[src/rtl/sdram_pkg.sv]
// Shared definitions for the SDRAM controller: arbiter states,
// SDRAM command encodings {cs_n,ras_n,cas_n,we_n} and bus field widths.
package sdram_pkg;

   localparam int CMD_W  = 4;
   localparam int BA_W   = 2;
   localparam int ADDR_W = 13;
   localparam int BUS_W  = CMD_W + BA_W + ADDR_W;

   typedef enum logic [2:0] {
      INIT  = 3'd0,
      ARBIT = 3'd1,
      AREF  = 3'd2,
      WRITE = 3'd3,
      READ  = 3'd4
   } state_t;

   localparam logic [CMD_W-1:0] CMD_NOP  = 4'b0111;
   localparam logic [CMD_W-1:0] CMD_PRE  = 4'b0010;
   localparam logic [CMD_W-1:0] CMD_AREF = 4'b0001;
   localparam logic [CMD_W-1:0] CMD_ACT  = 4'b0011;
   localparam logic [CMD_W-1:0] CMD_WR   = 4'b0100;
   localparam logic [CMD_W-1:0] CMD_RD   = 4'b0101;
   localparam logic [CMD_W-1:0] CMD_MRS  = 4'b0000;

   // Idle bus value driven while the arbiter owns the pins
   localparam logic [BUS_W-1:0] BUS_NOP = {CMD_NOP, {BA_W{1'b0}}, {ADDR_W{1'b0}}};

endpackage

[src/rtl/sdram_ref_timer.sv]
// Periodic refresh request generator. Counts while run is high, raises
// aref_pend at each terminal count and flags aref_miss if a new interval
// elapses while the previous request is still outstanding.
module sdram_ref_timer
   import sdram_pkg::*;
#(
   parameter int REF_CYCLES = 390,
   parameter int CNT_W      = 10
) (
   input  logic clk,
   input  logic rst_n,
   input  logic run,
   input  logic ack,
   output logic aref_pend,
   output logic aref_miss
);

   localparam logic [CNT_W-1:0] TERM_CNT = CNT_W'(REF_CYCLES - 1);

   logic [CNT_W-1:0] cnt_q, cnt_d;
   logic             pend_q, pend_d;
   logic             miss_q, miss_d;
   logic             term;

   // Counter wrap, request set-over-clear and sticky miss detection
   always_comb begin
      term   = run && (cnt_q == TERM_CNT);
      cnt_d  = cnt_q;
      pend_d = pend_q;
      miss_d = miss_q;
      if (!run) begin
         cnt_d = '0;
      end else if (term) begin
         cnt_d = '0;
      end else begin
         cnt_d = cnt_q + CNT_W'(1);
      end
      if (term) begin
         pend_d = 1'b1;
      end else if (ack) begin
         pend_d = 1'b0;
      end
      if (term && pend_q) begin
         miss_d = 1'b1;
      end
   end

   // Timer state registers
   always_ff @(posedge clk or negedge rst_n) begin
      if (!rst_n) begin
         cnt_q  <= '0;
         pend_q <= 1'b0;
         miss_q <= 1'b0;
      end else begin
         cnt_q  <= cnt_d;
         pend_q <= pend_d;
         miss_q <= miss_d;
      end
   end

   assign aref_pend = pend_q;
   assign aref_miss = miss_q;

endmodule

[src/rtl/sdram_arbit.sv]
// SDRAM bus arbiter: gives the command/address pins to the init sequencer
// until init completes, then to refresh, write or read engines by fixed
// priority, one burst at a time with no preemption.
module sdram_arbit
   import sdram_pkg::*;
#(
   parameter int REF_CYCLES = 390,
   parameter int CNT_W      = 10
) (
   input  logic              clk,
   input  logic              rst_n,
   input  logic              init_end,
   input  logic [BUS_W-1:0]  init_bus,
   input  logic [BUS_W-1:0]  aref_bus,
   input  logic              aref_end,
   input  logic [BUS_W-1:0]  wr_bus,
   input  logic              wr_end,
   input  logic [BUS_W-1:0]  rd_bus,
   input  logic              rd_end,
   input  logic              wr_trig,
   input  logic              rd_trig,
   output logic              aref_en,
   output logic              wr_en,
   output logic              rd_en,
   output logic [CMD_W-1:0]  sdram_cmd,
   output logic [BA_W-1:0]   sdram_ba,
   output logic [ADDR_W-1:0] sdram_addr,
   output logic              busy,
   output logic              aref_miss
);

   state_t           state_q, state_d;
   logic             wr_pend_q, wr_pend_d;
   logic             rd_pend_q, rd_pend_d;
   logic             aref_pend;
   logic             aref_ack;
   logic             timer_run;
   logic [BUS_W-1:0] bus_sel;

   assign timer_run = (state_q != INIT);
   assign aref_ack  = (state_q == ARBIT) && aref_pend;

   sdram_ref_timer #(
      .REF_CYCLES (REF_CYCLES),
      .CNT_W      (CNT_W)
   ) u_ref_timer (
      .clk       (clk),
      .rst_n     (rst_n),
      .run       (timer_run),
      .ack       (aref_ack),
      .aref_pend (aref_pend),
      .aref_miss (aref_miss)
   );

   // Next-state selection: fixed priority refresh > write > read in ARBIT
   always_comb begin
      state_d = state_q;
      unique case (state_q)
         INIT:  if (init_end) state_d = ARBIT;
         ARBIT: begin
            if (aref_pend)      state_d = AREF;
            else if (wr_pend_q) state_d = WRITE;
            else if (rd_pend_q) state_d = READ;
         end
         AREF:  if (aref_end) state_d = ARBIT;
         WRITE: if (wr_end)   state_d = ARBIT;
         READ:  if (rd_end)   state_d = ARBIT;
         default: state_d = INIT;
      endcase
   end

   // Request latches: set wins over the grant-time clear, dropped in INIT
   always_comb begin
      wr_pend_d = wr_pend_q;
      rd_pend_d = rd_pend_q;
      if (state_q == INIT) begin
         wr_pend_d = 1'b0;
         rd_pend_d = 1'b0;
      end else begin
         if (wr_trig) begin
            wr_pend_d = 1'b1;
         end else if ((state_q == ARBIT) && (state_d == WRITE)) begin
            wr_pend_d = 1'b0;
         end
         if (rd_trig) begin
            rd_pend_d = 1'b1;
         end else if ((state_q == ARBIT) && (state_d == READ)) begin
            rd_pend_d = 1'b0;
         end
      end
   end

   // State and request registers
   always_ff @(posedge clk or negedge rst_n) begin
      if (!rst_n) begin
         state_q   <= INIT;
         wr_pend_q <= 1'b0;
         rd_pend_q <= 1'b0;
      end else begin
         state_q   <= state_d;
         wr_pend_q <= wr_pend_d;
         rd_pend_q <= rd_pend_d;
      end
   end

   // Grants and pin mux decoded from the state register alone
   always_comb begin
      aref_en = 1'b0;
      wr_en   = 1'b0;
      rd_en   = 1'b0;
      bus_sel = BUS_NOP;
      unique case (state_q)
         INIT:  bus_sel = init_bus;
         ARBIT: bus_sel = BUS_NOP;
         AREF:  begin aref_en = 1'b1; bus_sel = aref_bus; end
         WRITE: begin wr_en   = 1'b1; bus_sel = wr_bus;   end
         READ:  begin rd_en   = 1'b1; bus_sel = rd_bus;   end
         default: bus_sel = init_bus;
      endcase
   end

   assign busy = (state_q != ARBIT);
   assign {sdram_cmd, sdram_ba, sdram_addr} = bus_sel;

endmodule

[config.mk]
export PLATFORM = sky130hd
export DESIGN_NAME = sdram_arbit
export DESIGN_NICKNAME = d
export VERILOG_FILES = /design/src/rtl/sdram_pkg.sv /design/src/rtl/sdram_ref_timer.sv /design/src/rtl/sdram_arbit.sv
export SDC_FILE = /design/constraint.sdc
export NUM_CORES = 1
export LEC_CHECK = 0
export CAP_MARGIN = 30
export CORE_ASPECT_RATIO = 1.1
export CORE_MARGIN = 4
export CORE_UTILIZATION = 41
export CTS_CLUSTER_DIAMETER = 60
export DETAILED_ROUTE_END_ITERATION = 12
export PLACE_DENSITY = 0.85
export SKIP_LAST_GASP = 1
export SLEW_MARGIN = 20
export SYNTH_ARGS = -nofsm -noshare
export SYNTH_HDL_FRONTEND = slang
export SYNTH_HIERARCHICAL = 1
export SYNTH_SLANG_ARGS = --single-unit
[constraint.sdc]
create_clock -name clk -period 2.5 [get_ports clk]
set_clock_uncertainty 0.2 [all_clocks]
set_input_delay 0.5 -clock clk [delete_from_list [all_inputs] [get_ports clk]]
set_output_delay 0.5 -clock clk [all_outputs]
set_load 0.03 [all_outputs]
==> flow_summary.yaml, run 1 <==
run_status:
  status: "finished, final reports clean"
clock_network:
  clk_path_buf_depth: 2
  cts.clk_slew.worst_paths_ns: 0.06
  worst_skew_pair.late_latency_ns: 0.25
  tritoncts.num_buffers: 3
  cts_tree: "yes"
  hold_buffers: 0
  cts-htree-levels: 1
  clk_root_buffer_cell: "sky130_fd_sc_hd__clkbuf_8"
  clock_sinks: 17
pwr:
  p_per_area_nw_per_um2: 1160
  switchingPower_w: 0.00181
  ir_worst_vdd_mv: 0.638
  p_int_w: 0.00166
  p_leak_nw: 1.23
  pwr-share-clk_pct: 5.9
  p_comb_share_pct: 80.1
  p_seq_share_pct: 14.0
  power.share.switching_pct: 52.1
floorplanning:
  start_util_pct: 42.5
  placement_rows: 25
  core_area_sq_um: 4290
  dieWidth_um: 71.5
  io-pin-count: 108
  fp.dieArea_sq_um: 5570
  floorplan.die.height_um: 77.9
worst_setup_path:
  rrSetupSlack_ns: 0.66
  critPathArrivalTime_ns: 1.76
  crit-reg2reg-launch: "state_q[2]"
  cp_slowest_stage_delay_ns: 0.40
  crit_path_end_kind: "output port"
  critical_path_cell_by_cell: "buf_4 > mux2_2 > a221oi_2 > a31oi_1 > buf_4"
  timing.critical_path.from_type: "register"
  worst_path_most_repeated_cell: "sky130_fd_sc_hd__buf_4"
  required_ns: 1.80
  critPathMaxFanout: 13
  slowest_stage: "sky130_fd_sc_hd__dfrtp_2"
  timing.critical_path.from: "state_q[1]"
  setup.worst_path.class: "register to output port"
grt:
  grt_pass1_vias: 1934
  global_route.peak_usage_layer: "met2"
  grt_start_max_net_pins: 27
  global_route.usage.met1_pct: 27.1
  wire_length_of_the_first_global_routing_pass_um: 10000
  number_of_antenna_violations_at_the_first_check_in_global_routing: 0
  globalRouteOverflowTotal: 0
  use_met3_pct: 5.18
  grt_usage_pct: 22.3
  met2_usage_pct: 37.8
timing:
  slew_headroom_pct: 65.9
  min_period_ns: 2.46
  report.final.setup_viol: 0
  report.final.hold_viol_count: 0
  achievable-frequency_ghz: 0.406
  min_period_over_period_pct: 98.4
  worst-slew-pin-transition_ns: 0.511
  final-max-slew-violation-count: 0
  setup_repair_after_global_routing_missed_its_margin: "true"
  worst_slack_ns: 0.0394
synthesis:
  average_footprint_of_a_synthesized_cell_sq_um: 8.35
  synth_async_sr_flop_share_pct: 100
  register_area_share_after_synthesis_pct: 23.4
  ys_dominant_reg_cell: "sky130_fd_sc_hd__dfrtp_1"
  netlist_area_sq_um: 1820
  syn_nets: 304
  yosys_warning_count: 6
  synth_enable_flop_cells: 0
  netlist_instances: 218
  ys_types: 46
  synth-seq-cells: 17
placement:
  placement.io_buffers: 107
  place_congestion: 0.842
  preCtsSetupSlack_ns: 0.0633
  detailed_place.area_sq_um: 2860
  dp.final_hpwl_um: 5020
route:
  detail_route.iter0.violations: 104
  wire_per_inst_um: 17.8
  drt.antenna.violating_nets: 0
  num_vias: 2154
  drcViolationCount: 0
  viasPerCell: 5.67
  detail_route.first_pass.iterations: 5
  drt-total-wl_um: 6780
flow_run:
  drv_cap: 0
final_layout:
  fin_nets: 413
  final_area_sq_um: 3000
  final_layout_size_suffix_gt1_share_pct: 22.7
  areaGrowthSynthToFinish_pct: 64.9
  antennaDiodeCount: 0
worst_hold_path:
  worst_min_path_class: "register to register"
  min-delay-start: "u_ref_timer/aref_miss"
## sequential cells by signal, summed over array words and instances (netlist names)
signal / cells
rd_pend_q: 1
state_q: 3
u_ref_timer/aref_pend: 1
u_ref_timer/aref_miss: 1
wr_pend_q: 1
u_ref_timer/cnt_q: 10
## what timing repair did
item / CTS / global route
pin swaps: 0 / 1
gates resized for setup: 3 / 6
setup endpoints to repair: 16 / 8
setup buffers: 1 / 3
gates cloned: 0 / 1
## through the flow
| step | setup TNS, ns | power, W | util, % | cells | hold WS, ns |
|---|---|---|---|---|---|
| 2_1_floorplan | 0 | 0.00230 | - | 218 | 0.00441 |
| 3_3_place_gp | 0 | 0.00305 | 66.6 | 371 | 0.267 |
| 3_5_place_dp | 0 | 0.00309 | 66.6 | 371 | 0.265 |
| 4_1_cts | 0 | 0.00333 | 68.1 | 376 | 0.289 |
| 5_1_grt | -0.110 | 0.00370 | 70.0 | 380 | 0.329 |
| 6_report | 0 | 0.00348 | 70.0 | 380 | 0.285 |
## final timing paths
check,depth (start not counted),to
worst max register to register,4,wr_pend_q
min in group asynchronous,1,u_ref_timer/cnt_q[2]
max in group asynchronous,2,u_ref_timer/aref_pend
worst min-delay path,1,u_ref_timer/aref_miss
worst min register to register,1,u_ref_timer/aref_miss
worst max-delay path,5,sdram_addr[8]
## Yosys cell counts (6+ instances only)
cell type | count | area, sq um
sky130_fd_sc_hd__a221oi_1 | 7 | 61.3
sky130_fd_sc_hd__a31oi_1 | 17 | 106
sky130_fd_sc_hd__a21oi_1 | 9 | 45.0
sky130_fd_sc_hd__nor2_1 | 10 | 37.5
sky130_fd_sc_hd__mux2_4 | 6 | 90.1
sky130_fd_sc_hd__buf_6 | 6 | 67.6
sky130_fd_sc_hd__o21ai_0 | 10 | 50.1
sky130_fd_sc_hd__buf_2 | 11 | 55.1
sky130_fd_sc_hd__a221oi_2 | 9 | 135
sky130_fd_sc_hd__dfrtp_1 | 17 | 425
sky130_fd_sc_hd__nand2_1 | 40 | 150
## final cells by class
class	instances	area (sq um)
clock buffers	4	45.0
repair buffers	122	1150
well taps	54	67.6
multi-input cells	177	1280
flip-flops and latches	17	428
inverters	6	22.5
fillers	327	1280
## placed cells by master (no fill, tap or decap), types with 3 or more instances in the layout
master / n
sky130_fd_sc_hd__a31oi_1: 17
sky130_fd_sc_hd__nor2_1: 10
sky130_fd_sc_hd__mux2_4: 6
sky130_fd_sc_hd__dfrtp_1: 15
sky130_fd_sc_hd__and3_1: 3
sky130_fd_sc_hd__buf_4: 35
sky130_fd_sc_hd__mux2_2: 5
sky130_fd_sc_hd__a21oi_1: 9
sky130_fd_sc_hd__nand3_1: 4
sky130_fd_sc_hd__clkbuf_8: 3
sky130_fd_sc_hd__o31ai_1: 3
sky130_fd_sc_hd__nor3b_1: 5
sky130_fd_sc_hd__nor2b_1: 5
sky130_fd_sc_hd__inv_1: 5
sky130_fd_sc_hd__clkdlybuf4s50_1: 84
sky130_fd_sc_hd__mux2_1: 5
sky130_fd_sc_hd__nand2_1: 40
sky130_fd_sc_hd__a221oi_1: 4
sky130_fd_sc_hd__and2_1: 3
sky130_fd_sc_hd__o21ai_0: 10
sky130_fd_sc_hd__mux2i_1: 5
sky130_fd_sc_hd__a221oi_2: 11
## routing by layer
metal	wire length (um)	part of all wire, %
met5	0	0
met4	212	3.1
met3	533	7.9
met2	3300	49
met1	2730	40
## power by group through the flow
stage / sequential, W / clock [W] / combinational, W
floorplan: 0.000406 / 0 / 0.00189
global placement: 0.000494 / 0 / 0.00256
detailed placement: 0.000496 / 0 / 0.00260
CTS: 0.000483 / 0.000210 / 0.00264
global route: 0.000506 / 0.000223 / 0.00297
finish: 0.000488 / 0.000204 / 0.00279
## worst max-delay path, delay by kind of cell, from the launching register on
kind / cells / cell delay, ns
muxes: 1 / 0.36
DFF: 1 / 0.40
buffers and inverters: 2 / 0.43
AOI/OAI and AO/OA: 2 / 0.32
## logic make-up (layout without fill, tap and decap cells)
group / Yosys count / after routing / synth area share [%]
AND/OR/NAND/NOR: 87 / 88 / 24.9
XOR/XNOR: 3 / 3 / 1.44
AO/OA/AOI/OAI: 63 / 63 / 26.6
adder cells (fa/ha/maj): 2 / 2 / 1.37
buffers and inverters: 25 / 132 / 8.38
multiplexers: 21 / 21 / 13.9
flip-flops: 17 / 17 / 23.4
(Power assumes the default switching activity.)
==> run 2, diff against run 1 <==
- SKIP_CTS_REPAIR_TIMING: unset -> 1
==> run 2 against run 1 <==
Net effect:
- first-iteration DRC count down 6.7%
- final area rose by 1.9%
- global-route usage shrank 0.11 points
- final cell count is 0.79% higher
- critical path depth is 2 higher
- utilization grew 1.3 points
- clock power about the same
- clock-buffer cell count unchanged
- sequential power increased by 2%
- flip-flop and latch count stayed put
- total power is 2.7% higher
- critical endpoint is now sdram_addr[6]
- largest power group unchanged
==> flow_summary.yaml, run 2 (synthesized netlist as in run 1, its figures left out) <==
placement:
  placed_cells: 371
  placement.io_buffers: 107
  dp.final_hpwl_um: 5020
  preCtsSetupSlack_ns: 0.0633
  place_congestion: 0.842
final_layout:
  layout.cells.non_filler: 383
  regMostFlops: "u_ref_timer/cnt_q"
  antennaDiodeCount: 0
  fin_nets: 416
  areaGrowthSynthToFinish_pct: 68.0
  largest_registers: "u_ref_timer/cnt_q: 10 flops, state_q: 3 flops"
  layout_common_cells: "sky130_fd_sc_hd__clkdlybuf4s50_1 (84), sky130_fd_sc_hd__nand2_1 (40), sky130_fd_sc_hd__buf_4 (36)"
  largest_register_ffs: 10
  mostFrequentLayoutCell: "sky130_fd_sc_hd__clkdlybuf4s50_1"
  final_layout_size_suffix_gt1_share_pct: 24.6
  final_util_pct: 71.4
clock_network:
  cts_tree: "yes"
  clk_path_buf_depth: 2
  worst_skew_pair.late_latency_ns: 0.25
  cts-htree-levels: 1
  tritoncts.num_buffers: 3
  cts.clk_slew.worst_paths_ns: 0.06
  clk_root_buffer_cell: "sky130_fd_sc_hd__clkbuf_8"
  clock_sinks: 17
grt:
  wire_length_of_the_first_global_routing_pass_um: 9970
  number_of_antenna_violations_at_the_first_check_in_global_routing: 0
  grt_start_max_net_pins: 27
  grt_usage_pct: 22.2
  grt_pass1_vias: 1922
  globalRouteOverflowTotal: 0
route:
  drcViolationCount: 0
  wire_per_inst_um: 18.2
  detail_route.iter0.violations: 97
  detail_route.first_pass.iterations: 5
  num_vias: 2171
  drt.antenna.violating_nets: 0
  viasPerCell: 5.67
  drt-total-wl_um: 6980
floorplanning:
  floorplan.die.height_um: 77.9
  dieWidth_um: 71.5
  start_util_pct: 42.5
  io-pin-count: 108
  core_area_sq_um: 4290
  placement_rows: 25
  fp.dieArea_sq_um: 5570
worst_setup_path:
  setup.worst_path.class: "register to output port"
  worst_path_most_repeated_cell: "sky130_fd_sc_hd__buf_4"
  crit_path_end_kind: "output port"
  timing.critical_path.from_type: "register"
  timing.critical_path.from: "state_q[1]"
  critPathMaxFanout: 8
  crit-reg2reg-launch: "state_q[2]"
  slowest_stage: "sky130_fd_sc_hd__dfrtp_2"
  critPathArrivalTime_ns: 1.75
  critical_path_cell_by_cell: "buf_6 > buf_4 > nor2_8 > buf_12 > nand2_1 > a31oi_1 > buf_4"
  cp_slowest_stage_delay_ns: 0.44
  required_ns: 1.80
worst_hold_path:
  worst_min_path_class: "register to register"
  min-delay-start: "u_ref_timer/aref_miss"
pwr:
  p_int_w: 0.00173
  p_leak_nw: 1.25
  p_seq_share_pct: 13.9
  p_per_area_nw_per_um2: 1170
  switchingPower_w: 0.00185
  p_comb_share_pct: 80.4
  pwr-share-clk_pct: 5.7
  ir_worst_vdd_mv: 0.639
  power.share.switching_pct: 51.7
timing:
  report.final.hold_viol_count: 0
  report.final.setup_viol: 0
  achievable-frequency_ghz: 0.408
  final-max-slew-violation-count: 0
  min_period_over_period_pct: 98.0
  slew_headroom_pct: 64.4
  min_period_ns: 2.45
  worst_slack_ns: 0.0490
  worst-slew-pin-transition_ns: 0.534
run_status:
  status: "finished, final reports clean"
flow_run:
  drv_cap: 0
==> run 2: changes by cell type in the layout (fill, tap and decap cells not counted) <==
cell and change:
sky130_fd_sc_hd__dfrtp_2 -1, sky130_fd_sc_hd__buf_6 +1, sky130_fd_sc_hd__a221oi_1 -3, sky130_fd_sc_hd__a221oi_2 +4
sky130_fd_sc_hd__and2_1 -1, sky130_fd_sc_hd__a221oi_4 -1, sky130_fd_sc_hd__clkbuf_16 +1, sky130_fd_sc_hd__and2_4 +1
sky130_fd_sc_hd__buf_4 +1, sky130_fd_sc_hd__dfrtp_4 +1
==> run 2: worst max-delay path: cells and delay by family, from the launching register on <==
| family | cells | cell delay [ns] |
|---|---|---|
| simple gates | 2 | 0.22 |
| buf+inv | 4 | 0.65 |
| flops | 1 | 0.44 |
| compound gates | 1 | 0.19 |
==> run 2: metrics by stage <==
stage	total power (W)	TNS, ns	instance area [sq um]	hold WS (ns)
4_1_cts	0.00331	-1.47	2900	0.289
3_3_place_gp	0.00305	0	2860	0.267
6_report	0.00357	0	3060	0.285
2_1_floorplan	0.00230	0	1820	0.00441
3_5_place_dp	0.00309	0	2860	0.265
5_1_grt	0.00379	-0.000168	3060	0.329
==> run 2: cell type report <==
class | instances | area [sq um]
multi-input combinational | 177 | 1290
fill | 315 | 1230
timing repair buffer | 125 | 1200
sequential | 17 | 430
tap | 54 | 67.6
clock buffer | 4 | 45.0
inverter | 6 | 22.5
==> run 2: path summary, 6_finish.rpt <==
kind	to	slack (ns)	cells after the start
worst max-delay path	sdram_addr[6]	0.05	7
worst min-delay path	u_ref_timer/aref_miss	0.29	1
worst max register to register	wr_pend_q	0.64	4
worst min register to register	u_ref_timer/aref_miss	0.29	1
max in group asynchronous	u_ref_timer/aref_pend	1.31	2
min in group asynchronous	u_ref_timer/cnt_q[2]	0.33	1
==> run 2: per-layer routing <==
layer  global-route usage [%]  wire [um]  share of wire [%]
met1                     27.3       2710                 39
met2                     37.8       3430                 49
met3                     4.79        580                8.3
met4                     7.33        257                3.7
met5                        0          0                  0
==> run 2: power groups by stage <==
stage,Clock (W),Sequential (W),Combinational [W]
after floorplan,0,0.000406,0.00189
after global placement,0,0.000494,0.00256
after detailed placement,0,0.000496,0.00260
after CTS,0.000210,0.000492,0.00260
after global routing,0.000223,0.000516,0.00305
final,0.000204,0.000497,0.00287
==> run 3, diff against run 2 <==
- CORE_UTILIZATION: 41 -> 40
- SYNTH_HIERARCHICAL: 1 -> unset
==> run 3 against run 2 <==
Net effect:
- the run now ends with setup timing left
- sequential share of layout area up 0.72 points
- synthesized cell count fell by 4.6%
- wire length shrank 14%
- area after synthesis is 7.6% lower
- combinational power fell by 9.1%
- final cell count fell by 3.7%
- fmax down 3.9%
- worst setup slack got worse by 0.099 ns
- total power shrank 7.7%
- clock power up 5%
- register-to-register slack got worse by 0.26 ns
==> flow_summary.yaml, run 3 <==
worst_setup_path:
  critical_path_buf_inv_count: 2
  critPathArrivalTime_ns: 1.85
  crit_path_end_kind: "output port"
  critPathMaxFanout: 2
  timing.critical_path.from_type: "input port"
  rrSetupSlack_ns: 0.38
  cp_slowest_stage_delay_ns: 0.41
  crit-reg2reg-launch: "u_ref_timer.cnt_q[3]"
  critical_path.top_delay_family: "buffers and inverters"
  timing.rr.end: "u_ref_timer.aref_pend"
  required_ns: 1.80
  ff2ff_path_depth: 3
  setup.worst_path.class: "input port to output port"
  critical_path_cell_by_cell: "clkdlybuf4s50_1 > mux2_2 > o22a_1 > o221a_2 > dlymetal6s2s_1"
  slowest_stage: "sky130_fd_sc_hd__clkdlybuf4s50_1"
floorplanning:
  io-pin-count: 108
  placement_rows: 24
  fp.dieArea_sq_um: 5310
  dieWidth_um: 69.8
  core_area_sq_um: 4020
  start_util_pct: 41.8
  floorplan.die.height_um: 76.0
clock_network:
  worst_skew_pair.late_latency_ns: 0.26
  clk_root_buffer_cell: "sky130_fd_sc_hd__clkbuf_8"
  cts-htree-levels: 1
  clock_sinks: 17
  clk_path_buf_depth: 2
  cts_tree: "yes"
  cts.clk_slew.worst_paths_ns: 0.07
  tritoncts.num_buffers: 3
worst_hold_path:
  timing.hold.worst_path_depth: 1
  min-delay-start: "u_ref_timer.aref_miss"
  worst_min_path_class: "register to register"
  holdPathEnd: "u_ref_timer.aref_miss"
route:
  viasPerCell: 5.57
  drcViolationCount: 0
  drt-total-wl_um: 5980
  detail_route.iter0.violations: 82
  drt.antenna.violating_nets: 0
  detail_route.first_pass.iterations: 4
  num_vias: 2056
  wire_per_inst_um: 16.2
timing:
  report.final.hold_viol_count: 0
  totalNegativeSetupSlack_ns: -0.0503
  min_period_ns: 2.55
  worst-slew-pin-transition_ns: 0.627
  final-max-slew-violation-count: 0
  min_period_over_period_pct: 102
  slew_headroom_pct: 58.1
  achievable-frequency_ghz: 0.392
  worst_slack_ns: -0.0503
  setup_repair_after_global_routing_missed_its_margin: "true"
  report.final.setup_viol: 1
synthesis:
  syn_nets: 294
  ys_dominant_reg_cell: "sky130_fd_sc_hd__dfrtp_1"
  synth_enable_flop_cells: 0
  netlist_area_sq_um: 1680
  netlist_instances: 208
  synth_top_cells_by_count: "sky130_fd_sc_hd__nand2_1 (37), sky130_fd_sc_hd__mux2_2 (19), sky130_fd_sc_hd__a31oi_1 (17), sky130_fd_sc_hd__dfrtp_1 (17), sky130_fd_sc_hd__a221oi_1 (16)"
  average_footprint_of_a_synthesized_cell_sq_um: 8.08
  post-synth-top-count-cell: "sky130_fd_sc_hd__nand2_1"
  synth_top_area_cell: "sky130_fd_sc_hd__dfrtp_1"
  register_area_share_after_synthesis_pct: 25.3
  ys_types: 39
  yosys-top-cells-area: "sky130_fd_sc_hd__dfrtp_1 (25%), sky130_fd_sc_hd__mux2_2 (13%), sky130_fd_sc_hd__a221oi_1 (8.3%), sky130_fd_sc_hd__nand2_1 (8.3%), sky130_fd_sc_hd__a31oi_1 (6.3%)"
  yosysTopAreaCellShare_pct: 25.3
  synth_async_sr_flop_share_pct: 100
  synth-seq-cells: 17
  yosys_warning_count: 0
final_layout:
  fin_nets: 404
  areaGrowthSynthToFinish_pct: 71.9
  final_layout_size_suffix_gt1_share_pct: 24.0
  final_util_pct: 71.9
  layout.cells.non_filler: 369
  largest_registers: "u_ref_timer.cnt_q: 10 flops, state_q: 3 flops"
  mostFrequentLayoutCell: "sky130_fd_sc_hd__clkdlybuf4s50_1"
  regMostFlops: "u_ref_timer.cnt_q"
  largest_register_ffs: 10
  antennaDiodeCount: 0
  layout_common_cells: "sky130_fd_sc_hd__clkdlybuf4s50_1 (82), sky130_fd_sc_hd__nand2_1 (37), sky130_fd_sc_hd__buf_4 (37)"
placement:
  dp.final_hpwl_um: 4440
  place_congestion: 0.860
  placed_cells: 363
  placement.io_buffers: 107
  preCtsSetupSlack_ns: -0.405
run_status:
  status: "finished with violations"
  violations: "setup timing"
grt:
  grt_start_max_net_pins: 28
  number_of_antenna_violations_at_the_first_check_in_global_routing: 0
  grt_usage_pct: 21.6
  grt_pass1_vias: 2022
  globalRouteOverflowTotal: 0
  wire_length_of_the_first_global_routing_pass_um: 9670
pwr:
  p_leak_nw: 1.19
  p_per_area_nw_per_um2: 1140
  p_total_w: 0.00330
  ir_worst_vdd_mv: 0.599
flow_run:
  drv_cap: 0
==> run 3: changes by cell type after synthesis, sizes merged, moves of 4 or more <==
cell,previous run,this run
a211oi,0,4
a21oi,9,4
buf,17,8
clkbuf,2,11
mux2i,5,1
==> run 3: power by group <==
part / total [W] / switching, W / internal, W
Combinational: 0.00261 / 0.00147 / 0.00114
Sequential: 0.000476 / 0.000127 / 0.000349
Clock: 0.000214 / 0.000103 / 0.000111
Total: 0.00330 / 0.00170 / 0.00160
==> run 3: worst max path at each step <==
stage	from	endpoint	slack, ns	cells past startpoint
floorplan	state_q[1]	sdram_addr[10]	0.004	6
global placement	init_bus[16]	sdram_cmd[1]	-0.39	5
detailed placement	init_bus[16]	sdram_cmd[1]	-0.41	5
CTS	init_bus[16]	sdram_cmd[1]	-0.41	5
global route	init_bus[16]	sdram_cmd[1]	-0.11	5
finish	init_bus[16]	sdram_cmd[1]	-0.05	5
==> run 3: layer usage <==
| metal | GRT usage (%) | share of wire, % | vias to the layer above |
|---|---|---|---|
| met2 | 38.6 | 48 | 82 |
| met3 | 3.30 | 6.6 | 7 |
| met4 | 5.17 | 0.95 | 0 |
| met5 | 0 | 0 | - |
| li1 | - | - | 1012 |
| met1 | 26.9 | 44 | 955 |
==> run 3: final cells by class <==
| cell class | count | area (sq um) |
|---|---|---|
| clock buffer | 3 | 41.3 |
| clock inverter | 1 | 5.00 |
| fill | 317 | 1130 |
| inverter | 4 | 15.0 |
| multi-input combinational | 168 | 1170 |
| sequential | 17 | 428 |
| tap | 52 | 65.1 |
| timing repair buffer | 124 | 1170 |
==> run 3: stage by stage <==
step                instance area, sq um  hold slack, ns
floorplan                           1680         0.00441
global placement                    2780           0.260
detailed placement                  2780           0.261
CTS                                 2820           0.282
global route                        2890           0.315
finish                              2890           0.280
==> run 3: worst reg2reg max path, stage by stage (launching register included) <==
cell and delay [ns]:
sky130_fd_sc_hd__dfrtp_1 0.44, sky130_fd_sc_hd__or4_4 0.57, sky130_fd_sc_hd__nor4b_4 0.60, sky130_fd_sc_hd__a22o_2 0.25
==> run 3: cells by family after synthesis <==
family,Yosys count,synth area share (%)
simple gates,80,23.7
compound gates,63,27.4
mux,20,13.3
flops,17,25.3
xor+xnor,3,1.56
fa+ha+maj,2,1.49
buf+inv,23,7.22
